<file path="config.mk">
export PLATFORM = sky130hd
export DESIGN_NAME = seq_pattern_tx
export DESIGN_NICKNAME = d
export VERILOG_FILES = /design/src/rtl/seq_pattern_tx.sv
export SDC_FILE = /design/constraint.sdc
export NUM_CORES = 1
export LEC_CHECK = 0
export BUFFER_PORTS_ARGS = -buffer_cell sky130_fd_sc_hd__buf_2
export CAP_MARGIN = 25
export CORE_UTILIZATION = 57
export DETAILED_ROUTE_END_ITERATION = 12
export PLACE_DENSITY = 0.87
export SYNTH_ARGS = -nofsm -noshare
export SYNTH_HDL_FRONTEND = slang
export SYNTH_SLANG_ARGS = --single-unit
export TNS_END_PERCENT = 100
</file>
<file path="constraint.sdc">
create_clock -name CLK -period 2.1 [get_ports CLK]
set_input_delay 0.63 -clock CLK [delete_from_list [all_inputs] [get_ports CLK]]
set_output_delay 0.63 -clock CLK [all_outputs]
set_load 0.03 [all_outputs]
</file>
<file path="src/rtl/seq_pattern_tx.sv">
// Serial pattern transmitter. It shifts out a latched PAT_W-bit pattern
// MSB-first and repeats it repeat_n times. An optional idle gap can be
// inserted between repetitions. Control is a start/busy/done handshake,
// with abort as a synchronous cancel.
module seq_pattern_tx #(
   parameter int PAT_W = 5,
   parameter int CNT_W = 4,
   parameter int GAP_W = 4
) (
   input  logic             CLK,
   input  logic             RESET,
   input  logic             start,
   input  logic [PAT_W-1:0] pattern,
   input  logic [CNT_W-1:0] repeat_n,
   input  logic [GAP_W-1:0] gap,
   input  logic             abort,
   output logic             out,
   output logic             valid,
   output logic             busy,
   output logic             done
);

   localparam int BC_W = $clog2(PAT_W);

   typedef enum logic [1:0] {IDLE, SHIFT, GAP, DONE} state_t;

   state_t           state, state_next;
   logic [PAT_W-1:0] shift_reg;
   logic [PAT_W-1:0] pat_copy;
   logic [BC_W-1:0]  bit_cnt;
   logic [CNT_W-1:0] rep_cnt;
   logic [GAP_W-1:0] gap_reg;
   logic [GAP_W-1:0] gap_cnt;

   // Datapath strobes decoded by the next-state logic
   logic load, reload, shift_en, gap_load, gap_dec;

   // State register, cleared asynchronously so outputs drop at once on RESET
   always_ff @(posedge CLK or posedge RESET) begin
      if (RESET) state <= IDLE;
      else       state <= state_next;
   end

   // Next-state decode; end of a repetition is when the bit counter hits zero
   always_comb begin
      state_next = state;
      load       = 1'b0;
      reload     = 1'b0;
      shift_en   = 1'b0;
      gap_load   = 1'b0;
      gap_dec    = 1'b0;
      case (state)
         IDLE: begin
            if (start) begin
               if (repeat_n != '0) begin
                  state_next = SHIFT;
                  load       = 1'b1;
               end else begin
                  state_next = DONE;
               end
            end
         end
         SHIFT: begin
            if (abort) begin
               state_next = IDLE;
            end else if (bit_cnt == '0) begin
               if (rep_cnt == CNT_W'(1)) begin
                  state_next = DONE;
               end else begin
                  reload = 1'b1;
                  if (gap_reg != '0) begin
                     state_next = GAP;
                     gap_load   = 1'b1;
                  end
               end
            end else begin
               shift_en = 1'b1;
            end
         end
         GAP: begin
            if (abort)                          state_next = IDLE;
            else if (gap_cnt == GAP_W'(1))      state_next = SHIFT;
            else                                gap_dec    = 1'b1;
         end
         DONE:    state_next = IDLE;
         default: state_next = IDLE;
      endcase
   end

   // Shift register, pattern copy and counters; reload uses the copy, never the live input
   always_ff @(posedge CLK or posedge RESET) begin
      if (RESET) begin
         shift_reg <= '0;
         pat_copy  <= '0;
         bit_cnt   <= '0;
         rep_cnt   <= '0;
         gap_reg   <= '0;
         gap_cnt   <= '0;
      end else begin
         if (load) begin
            shift_reg <= pattern;
            pat_copy  <= pattern;
            bit_cnt   <= BC_W'(PAT_W - 1);
            rep_cnt   <= repeat_n;
            gap_reg   <= gap;
         end else if (reload) begin
            shift_reg <= pat_copy;
            bit_cnt   <= BC_W'(PAT_W - 1);
            rep_cnt   <= rep_cnt - CNT_W'(1);
         end else if (shift_en) begin
            shift_reg <= {shift_reg[PAT_W-2:0], 1'b0};
            bit_cnt   <= bit_cnt - BC_W'(1);
         end
         if (gap_load)     gap_cnt <= gap_reg;
         else if (gap_dec) gap_cnt <= gap_cnt - GAP_W'(1);
      end
   end

   // Moore outputs: a function of state and registered data only
   always_comb begin
      out   = 1'b0;
      valid = 1'b0;
      busy  = 1'b0;
      done  = 1'b0;
      case (state)
         SHIFT: begin
            out   = shift_reg[PAT_W-1];
            valid = 1'b1;
            busy  = 1'b1;
         end
         GAP:     busy = 1'b1;
         DONE:    done = 1'b1;
         default: ;
      endcase
   end

endmodule

</file>
# [After elaboration in Yosys (flattened, before gate mapping)]
# Cells that the tools add are included.
[word_totals] output_inout_bits=4 in_bits=17 register_bits=27
[op_classes] n_reduce_logical=9 addsub=3 n_mux=41 eq_ne=9
[op_table] cell="$mux W1" count=22
[op_table] cell="$mux W2" count=8
[op_table] cell="$mux W4" count=4
[op_table] cell="$mux W5" count=3
[op_table] cell="$mux W3" count=3
[op_table] cell="$eq A4 B1 Y1 const B" count=2
[op_table] cell="$pmux W2 S4" count=1
[op_table] cell="$reduce_bool A4 Y1" count=2
[op_table] cell="$sub A4 B1 Y4 const B" count=2
[op_table] cell="$ne A3 B3 Y1 const B" count=2
[op_table] cell="$eq A2 B2 Y1 const B" count=2
[op_table] cell="$ne A4 B4 Y1 const B" count=1
[op_table] cell="$reduce_and A4 Y1" count=1
[op_table] cell="$reduce_bool A2 Y1" count=2
[op_table] cell="$logic_not A3 Y1" count=1
[op_table] cell="$reduce_bool A3 Y1" count=1
[op_table] cell="$sub A3 B1 Y3 const B" count=1
[op_table] cell="$eq A2 B1 Y1 const B" count=1
[op_table] cell="$logic_not A2 Y1" count=1
[op_table] cell="$ne A2 B2 Y1 const B" count=1
[op_table] cell="$reduce_or A2 Y1" count=1

# [Logic depth before layout (Yosys ltp)]
[logic_depth] word_depth=7 mapped_depth=8 mapped_depth_nobuf=6

# [Worst setup path before layout]
# OpenSTA, ideal clock, no wires.
[synth_timing] kind="register -> register" start="register state[1]" end="register bit_cnt[1]" path_buffers=1 setup_ps=111 arrival_ps=1782 slack_ps=207 path_stages_with_launch=8 t_required_ps=1989 path_cell_list="dfrtp_1 -> inv_1 -> ha_1 -> nor2b_1 -> and2_1 -> buf_4 -> nor2_1 -> a2111oi_2"
[synth_via] elab_chain_len=4
[synth_rtl] item="start: declaration" line_no="27" text="state_t state, state_next;"
[synth_rtl] item="start signal: assignment" line_no="41" text="else state <= state_next;"
[synth_rtl] item="$eq A2 B1 Y1" line_no="52" text="case (state)"
[synth_rtl] item="$mux W1" line_no="52"
[synth_rtl] item="$mux W3" line_no="106" text="end else if (reload) begin"
[synth_rtl] item="$mux W3" line_no="100" text="if (load) begin"
[synth_rtl] item="end signal: assignment" line_no="103" text="bit_cnt <= BC_W'(PAT_W - 1);"
[synth_rtl] item="end signal: assignment" line_no="108" text="bit_cnt <= BC_W'(PAT_W - 1);"
[synth_rtl] item="end signal: assignment" line_no="112" text="bit_cnt <= bit_cnt - BC_W'(1);"
[synth_rtl] item="end: declaration" line_no="30" text="logic [BC_W-1:0] bit_cnt;"
# Parallel ways exist; a longest one is shown, timed or not.
# A chain may end at the register's enable or synchronous reset.

# [Final worst setup path]
[layout_timing] start="register state[1]" end="output port out"
[layout_via] elab_chain_len=2
[layout_rtl] item="$eq A2 B1 Y1" line_no="125" text="case (state)"
[layout_rtl] item="$mux W1" line_no="125"
[layout_rtl] item="end: declaration" line_no="17" text="output logic out,"
# No other way between the ends.

==> metrics.md <==
| Metric | Value |
|---|---|
| Fillers | 213 |
| Sink Count | 27 |
| Slew Viols, Final | 0 |
| Post-route ant nets | 0 |
| Power Total | 2.472 mW |
| Leakage | 0.8766 nW |
| Crit-path max FO | 6 |
| WL per Instance | 14.23 um |
| Yosys reg bits | 27 |
| Setup ws final | 0.1191 ns |
| CTS H-tree lvls | 1 |
| Clock transition at the registers of the reported paths | 0.14 ns |
| Async set-reset flop share out of synthesis | 1.000 |
| Clock Path Buffers | 2 |
| Share of layout cells above drive strength 1 | 0.2176 |
| Vias in the first global route | 1230 |
| Outcome | completed |
| Detailed-placement wirelength estimate | 2455 um |
| CP arrival | 1.35 ns |
| Initial antenna violation count | 0 |
| Global-route wire length before repair | 5037 um |
| Die Wd | 54.91 um |
| Largest net degree at the start of global routing | 28 |
| Setup_tns | 0 ns |
| Routed WL | 3173 um |
| Die Height | 54.91 um |
| Synth warn | 0 |
| Ant diodes | 0 |
| Site Rows | 18 |
| Worst skew pair latency | 0.31 ns |
| Final worst path period need | 1.981 ns |
| Net Count, Synth | 196 |
| Final setup vio count | 0 |
| Global route overflow | 0 |
| Post-synth top area share | 0.4235 |
| Final period utilization | 0.9433 |
| Total Routing Usage GR | 0.2400 |
| Num CTS Buffers | 3 |
| Count leader, synth | nand2_1 |
| DRT iter0 DRCs | 30 |
| Max Cap Viol | 0 |
| FMAX | 504.8 MHz |
| Worst Hold Class | primary input to async pin |
| Post-Syn Instances | 168 |
| R2r setup slk | 0.22 ns |
| EDFF count, synth | 0 |
| Worst Setup End Kind | primary output |
| Vias/cell | 5.767 |
| Core Region | 2567 sq um |
| Clock skew | 0.002217 ns |
| Most frequent cells after synthesis | nand2_1 (34), dfrtp_1 (27), ha_1 (11), nor2_1 (11), inv_1 (9) |
| Initial core utilization | 0.6213 |
| # IOs | 21 |
| Root Buffer | clkbuf_4 |
| VDD IR max | 1.105 mV |
| Die area | 3015 sq um |
| Routability cong. | 0.8590 |
| Most used DFF post-synth | dfrtp_1 |
| Required @ worst endpoint | 1.47 ns |
| Max-slew headroom | 0.6775 |
| Layout area overhead | 12.16% |
| Total setup buffers inserted after CTS | 0 |
| First-pass DRT Iterations | 4 |
| Ranking of synthesized cells by area | dfrtp_1 (42%), ha_1 (8.6%), nand2_1 (8.0%) |
| Power density cells | 1382 nW/um^2 |
| DP Worst Slack | 0.1761 ns |
| Number of port buffers | 20 |
| Syn Area/Cell | 9.496 sq um |
| RSZ-0062 raised after global routing | no |
| Area of the mapped netlist | 1595 sq um |
| # DRC | 0 |
| Synth area leader | dfrtp_1 |
| CP startpoint kind | flip-flop |
| CTS hold repair buffers | 0 |
| Worst Tran Pin Value | 0.4838 ns |
| Via count | 1286 |
| CTS tree | yes |
| Hold Fails Final Rpt | 0 |
| WS Path Type | flip-flop to primary output |
| Nets | 222 |
| Post-layout util | 0.6969 |
| Cell variety after synth | 41 |
| Seq/Total Area, Yosys | 0.4235 |
-- cells by family after synthesis --
logic type      synth area share
fa+ha+maj                0.08627
compound gates            0.1310
xor+xnor                 0.02746
flops                     0.4235
mux                      0.01882
simple gates              0.2784
buf+inv                  0.03451
-- worst max-delay path, cell delays in order (launching register included) --
cell,delay [ns]
dfrtp_1,0.44
inv_2,0.11
ha_4,0.17
and2_1,0.12
buf_2,0.19
-- final cells by class --
class | instances | area [sq um] | share of cell area
Clock buffer | 3 | 22.52 | 0.01259
Clock inverter | 1 | 5.005 | 0.002797
Inverter | 9 | 33.78 | 0.01888
Tap cell | 30 | 37.54 | 0.02098
Sequential cell | 27 | 675.6 | 0.3776
Multi-Input combinational cell | 128 | 877.1 | 0.4902
Timing Repair Buffer | 25 | 137.6 | 0.07692
-- metal layers --
metal	GRT usage	wire, um	part of all wire
met4	0.08750	40	0.013
met2	0.4458	1659	0.52
met1	0.2759	1372	0.43
met5	0	0	0
met3	0.03552	101	0.032
-- cell usage in the layout (no fill, tap or decap), types with 3 or more instances in the layout --
cell type,count
nand2_1,34
dfrtp_1,27
buf_2,20
nor2_1,11
ha_1,10
o21ai_1,8
nand3_1,8
inv_1,8
nor3_1,7
buf_4,5
nand2b_1,4
o31ai_1,4
a21oi_1,3
xor2_1,3
mux2i_1,3
clkbuf_4,3
-- power breakdown --
part           internal (mW)  leakage (nW)  switching, mW
sequential             0.757         0.332          0.219
clock                 0.0711        0.0177          0.143
combinational          0.553         0.527          0.728
total                   1.38         0.877           1.09
-- timing repair --
item                                    in CTS  in global routing
endpoints found under the setup margin       1                  1
resized for setup                            2                  1
endpoints found under the hold margin        0                  0
-- path summary, 6_finish.rpt --
path | from | end | cells past startpoint
max | state[1] | out | 4
min | RESET | pat_copy[0] | 3
max reg2reg | state[0] | rep_cnt[1] | 6
min reg2reg | pat_copy[4] | pat_copy[4] | 2
max in group asynchronous | RESET | gap_cnt[0] | 3
min in group CLK | pat_copy[4] | pat_copy[4] | 2
-- through the flow --
stage                     hold slack (ns)  instances  cell area (sq um)
after floorplan                    0.4455        168               1595
after global placement             0.4573        219               1749
after detailed placement           0.4674        219               1749
after CTS                          0.3383        223               1789
after global routing               0.3636        223               1789
final                              0.3481        223               1789
Power figures use the tool's default switching activity.
